File: src/rtl/alu_flag_wb_stage.sv
// ALU writeback stage: 2-entry in-order result FIFO toward the register file,
// plus the architectural NZCV flag register that is committed at accept time.
module alu_flag_wb_stage #(
    parameter int DATA_W = 32,
    parameter int FLAG_W = 4,
    parameter int RD_W   = 4
) (
    input  logic              Clk,
    input  logic              Rst_n,
    input  logic              In_Valid,
    output logic              In_Ready,
    input  logic [DATA_W-1:0] Result_In,
    input  logic [FLAG_W-1:0] New_Flag_In,
    input  logic              S_In,
    input  logic [RD_W-1:0]   Rd_In,
    output logic              Out_Valid,
    input  logic              Out_Ready,
    output logic [DATA_W-1:0] Result_Out,
    output logic [RD_W-1:0]   Rd_Out,
    output logic [FLAG_W-1:0] Flag_Out,
    output logic              Flag_Wr
);

    // Handshakes: a transfer happens on a rising edge where valid && ready are
    // both high; valid with ready low is held by the producer, and ready never
    // depends combinationally on the other side's valid.
    logic [DATA_W-1:0] res_mem_q [2];
    logic [RD_W-1:0]   rd_mem_q  [2];

    logic              wr_ptr_q, wr_ptr_d;
    logic              rd_ptr_q, rd_ptr_d;
    logic [1:0]        count_q, count_d;
    logic              in_ready_q, in_ready_d;
    logic [FLAG_W-1:0] flag_q, flag_d;
    logic              flag_wr_q, flag_wr_d;

    logic              push;
    logic              pop;

    always_comb begin
        push       = In_Valid && in_ready_q;
        pop        = (count_q != 2'd0) && Out_Ready;
        wr_ptr_d   = push ? ~wr_ptr_q : wr_ptr_q;
        rd_ptr_d   = pop  ? ~rd_ptr_q : rd_ptr_q;
        count_d    = count_q;
        flag_d     = flag_q;
        flag_wr_d  = 1'b0;

        case ({push, pop})
            2'b10:   count_d = count_q + 2'd1;
            2'b01:   count_d = count_q - 2'd1;
            default: count_d = count_q;
        endcase

        // Ready is registered from the next occupancy, so a pop while full
        // only reopens the input on the following cycle.
        in_ready_d = (count_d != 2'd2);

        // Flags commit on accept so the next ALU op sees them regardless of
        // downstream stall.
        if (push && S_In) begin
            flag_d    = New_Flag_In;
            flag_wr_d = 1'b1;
        end
    end

    always_ff @(posedge Clk) begin
        if (!Rst_n) begin
            wr_ptr_q   <= 1'b0;
            rd_ptr_q   <= 1'b0;
            count_q    <= 2'd0;
            in_ready_q <= 1'b1;
            flag_q     <= '0;
            flag_wr_q  <= 1'b0;
        end else begin
            wr_ptr_q   <= wr_ptr_d;
            rd_ptr_q   <= rd_ptr_d;
            count_q    <= count_d;
            in_ready_q <= in_ready_d;
            flag_q     <= flag_d;
            flag_wr_q  <= flag_wr_d;
        end
    end

    // Storage needs no reset: the output mux forces zeros while empty.
    always_ff @(posedge Clk) begin
        if (push) begin
            res_mem_q[wr_ptr_q] <= Result_In;
            rd_mem_q[wr_ptr_q]  <= Rd_In;
        end
    end

    assign In_Ready   = in_ready_q;
    assign Out_Valid  = (count_q != 2'd0);
    assign Result_Out = Out_Valid ? res_mem_q[rd_ptr_q] : '0;
    assign Rd_Out     = Out_Valid ? rd_mem_q[rd_ptr_q]  : '0;
    assign Flag_Out   = flag_q;
    assign Flag_Wr    = flag_wr_q;

endmodule
File: config.mk
export PLATFORM = sky130hd
export DESIGN_NAME = alu_flag_wb_stage
export DESIGN_NICKNAME = d
export VERILOG_FILES = /design/src/rtl/alu_flag_wb_stage.sv
export SDC_FILE = /design/constraint.sdc
export NUM_CORES = 1
export LEC_CHECK = 0
export ABC_AREA = 1
export CAP_MARGIN = 25
export CORE_AREA = 5 5 103 86
export CTS_CLUSTER_DIAMETER = 60
export DETAILED_ROUTE_END_ITERATION = 10
export DIE_AREA = 0 0 108 91
export PLACE_DENSITY = 0.76
export SYNTH_ARGS = -nofsm -noshare
export SYNTH_HDL_FRONTEND = slang
export SYNTH_SLANG_ARGS = --single-unit
File: constraint.sdc
create_clock -name Clk -period 2.93 [get_ports Clk]
set_input_delay 0.7325 -clock Clk [delete_from_list [all_inputs] [get_ports Clk]]
set_output_delay 0.7325 -clock Clk [all_outputs]
set_load 0.01 [all_outputs]
==> impl_metrics.tcl <==
set metrics [dict create \
    place.detailed.hpwl_microns 4360 \
    sequential_area_share_after_synthesis_pct 74.1 \
    globalRouteOverflowTotal 0 \
    grt_pass1_vias 2128 \
    timing.hold.worst_endpoint "Flag_Out[3]" \
    post_synth_most_frequent_cells "sky130_fd_sc_hd__nand2_1, sky130_fd_sc_hd__edfxtp_1, sky130_fd_sc_hd__a21oi_1" \
    crit_required_ps 2200 \
    first_pass_iters 6 \
    cts_hold_buf 0 \
    endpoint_kind "output pin" \
    slew_violations 0 \
    post_cts.repair.setup_buffers 0 \
    synth_seq_cells 83 \
    routabilityCongestion 0.711 \
    wirelength_microns 6290 \
    max_slew.worst_pin.slew_ps 371 \
    cts-buffers-inserted 9 \
    reg2reg_from "count_q[0]" \
    drive_above_1_share_pct 13.5 \
    rsz0062_at_grt "no" \
    initial_core_util_pct 41.8 \
    detail_route.vias_per_cell 4.63 \
    yosys.cell_count.top_type "sky130_fd_sc_hd__nand2_1" \
    synth_area_leaders "sky130_fd_sc_hd__edfxtp_1, sky130_fd_sc_hd__nand2_1, sky130_fd_sc_hd__dfxtp_1" \
    root_buffer "sky130_fd_sc_hd__clkbuf_8" \
    timing.critical_path.slowest_stage_cell "sky130_fd_sc_hd__clkdlybuf4s50_1" \
    die-area_sq_um 9830 \
    drc 0 \
    height_of_the_die_microns 91 \
    cts_resized 0 \
    reg2reg_slack_ps 1250 \
    synth_warnings 0 \
    syn_area_per_cell_sq_um 12.9 \
    insertedDiodeCount 0 \
    cp.arrival_ps 1900 \
    layout.core_utilization_pct 57.5 \
    smallest_setup_slack_after_layout_ps 298 \
    grt_max_degree 37 \
    rows 29 \
    timing.slew.headroom_pct 75.3 \
    global_route_wire_length_before_repair_microns 10100 \
    setup_violations 0 \
    clock_path_buffers 2 \
    async_flop_share_pct 0 \
    yosysTopAreaCellShare_pct 67.2 \
    power.ir.vdd_worst_v 0.000463 \
    critPathLaunchType "flip-flop" \
    detail_route.iter0.violations 101 \
    maxCapViolCount 0 \
    number_of_flops_mapped_to_enable_cells_by_yosys 72 \
    category_of_the_most_critical_setup_path "flip-flop to output pin" \
    run_status "finished, final reports clean" \
    tritoncts "done" \
    holdPathStages 2 \
    power.density_cell_area_nw_per_um2 838 \
    most_used_flip_flop_cell_after_synthesis "sky130_fd_sc_hd__edfxtp_1" \
    maxClockFrequency_mhz 380 \
    layout_worst_path_cycle_share_pct 89.8 \
    worst_r2r_endpoint "In_Ready" \
    detail_route.wl_per_cell_microns 13.8 \
    dpl_worst_slack_ps 596 \
    crit_chain "buf_4 -> nand2_1 -> a21oi_1 -> clkdlybuf4s50_1" \
    hold_violations 0 \
    clk_pin_slew_ps 80 \
    via_count 2114 \
    netlist-cell-type-count 20 \
    cts-htree-levels 3 \
    timing.clock.skew_ps 7.41 \
    top_level_ports 88 \
    port_buffers 87 \
    fp.dieW_microns 108 \
    numClockSinks 83 \
    netlist.top_cell.by_area "sky130_fd_sc_hd__edfxtp_1" \
    finalWorstPathRequiredPeriod_ps 2630 \
    synthCells 249 \
    cpPeakStageDelay_ps 570 \
    timing.hold.worst.start "Flag_Out[3]" \
    ant_nets 0 \
    worst-r2r-cell-count 6 \
    nets_in_the_synthesized_netlist 295 \
    worst-path-max-fanout 19 \
    total_leakage_power_nw 1.57 \
    type_of_the_worst_min_delay_path "flip-flop to flip-flop" \
    nNetsFinal 390 \
    fin_setup_tns_ps 0 \
    syn_to_final_growth_pct 37.5 \
    mappedNetlistArea_sq_um 3220 \
    grt.total_usage_pct 13.3 \
    floorplan.core_area_sq_um 7690 \
    worstSkewPairLatency_ps 340 \
    initial_antenna_violation_count 0 \
]
==> registers in the layout, summed over array words and instances (netlist names), named ones only <==
signal	cells
Flag_Out	4
wr_ptr_q	1
count_q	2
res_mem_q	64
Flag_Wr	1
In_Ready	1
rd_mem_q	8
rd_ptr_q	1
==> where the power goes <==
part | switching, mW | internal (mW) | total [mW]
clock | 0.371 | 0.478 | 0.848
sequential | 0.0610 | 1.47 | 1.53
combinational | 0.711 | 0.620 | 1.33
total | 1.14 | 2.56 | 3.71
==> cell families (layout without fill, tap and decap cells) <==
family / count (synthesis) / in the layout / synth area share (%)
buffers and inverters: 22 / 122 / 4.16
AO/OA/AOI/OAI: 41 / 41 / 8.60
XOR/XNOR: 1 / 1 / 0.272
adder cells (fa/ha/maj): 1 / 1 / 0.389
flip-flops: 83 / 83 / 74.1
AND/OR/NAND/NOR: 101 / 101 / 12.5
==> placed cells by master, fill, tap and decap left out <==
cell / instances
sky130_fd_sc_hd__a21oi_1: 21
sky130_fd_sc_hd__a21oi_2: 19
sky130_fd_sc_hd__buf_4: 8
sky130_fd_sc_hd__bufinv_16: 2
sky130_fd_sc_hd__clkbuf_1: 2
sky130_fd_sc_hd__clkbuf_8: 9
sky130_fd_sc_hd__clkdlybuf4s50_1: 87
sky130_fd_sc_hd__clkinv_2: 2
sky130_fd_sc_hd__clkinvlp_4: 1
sky130_fd_sc_hd__dfxtp_1: 11
sky130_fd_sc_hd__edfxtp_1: 72
sky130_fd_sc_hd__ha_1: 1
sky130_fd_sc_hd__inv_1: 9
sky130_fd_sc_hd__inv_2: 1
sky130_fd_sc_hd__inv_4: 1
sky130_fd_sc_hd__nand2_1: 82
sky130_fd_sc_hd__nand3_1: 5
sky130_fd_sc_hd__nand4_1: 2
sky130_fd_sc_hd__nor2_1: 7
sky130_fd_sc_hd__nor2_4: 3
sky130_fd_sc_hd__nor3_1: 1
sky130_fd_sc_hd__nor3b_2: 1
sky130_fd_sc_hd__o21ai_0: 1
sky130_fd_sc_hd__xor2_1: 1
==> per-layer routing <==
layer  wire length (microns)  GRT usage [%]  vias to the layer above
met1                    2660           16.3                      985
met5                       0              0                        -
li1                        -              -                     1051
met3                     408           5.18                        9
met2                    3140           21.4                       69
met4                      79           4.73                        0
==> worst max-delay path, delay by kind of cell (launching register included) <==
family,cells,cell delay [ps]
compound gates,1,190
buf+inv,2,840
flops,1,450
simple gates,1,70
==> worst max path at each step <==
stage,startpoint,end,depth (start not counted)
2_1_floorplan,In_Valid,rd_mem_q[1][0],2
3_3_place_gp,flip-flop,Rd_Out[2],4
3_5_place_dp,flip-flop,Rd_Out[2],4
4_1_cts,flip-flop,Rd_Out[2],4
5_1_grt,flip-flop,Rd_Out[2],4
6_report,flip-flop,Rd_Out[2],4
==> cell type report <==
class / instances / area [sq um]
clock buffers: 11 / 131
flip-flops and latches: 83 / 2380
well taps: 108 / 135
multi-input cells: 144 / 721
fillers: 659 / 3270
inverters: 11 / 43.8
clock inverters: 5 / 77.6
repair buffers: 95 / 931
==> metrics by stage <==
stage / cells / total power, mW / instance area [sq um] / hold WS [ps]
6_report: 457 / 3.71 / 4420 / 472
4_1_cts: 457 / 3.75 / 4420 / 473
5_1_grt: 457 / 3.91 / 4420 / 500
2_1_floorplan: 249 / 2.28 / 3220 / 481
3_3_place_gp: 441 / 2.88 / 4210 / 450
3_5_place_dp: 441 / 2.91 / 4210 / 462
(Power assumes the default switching activity.)
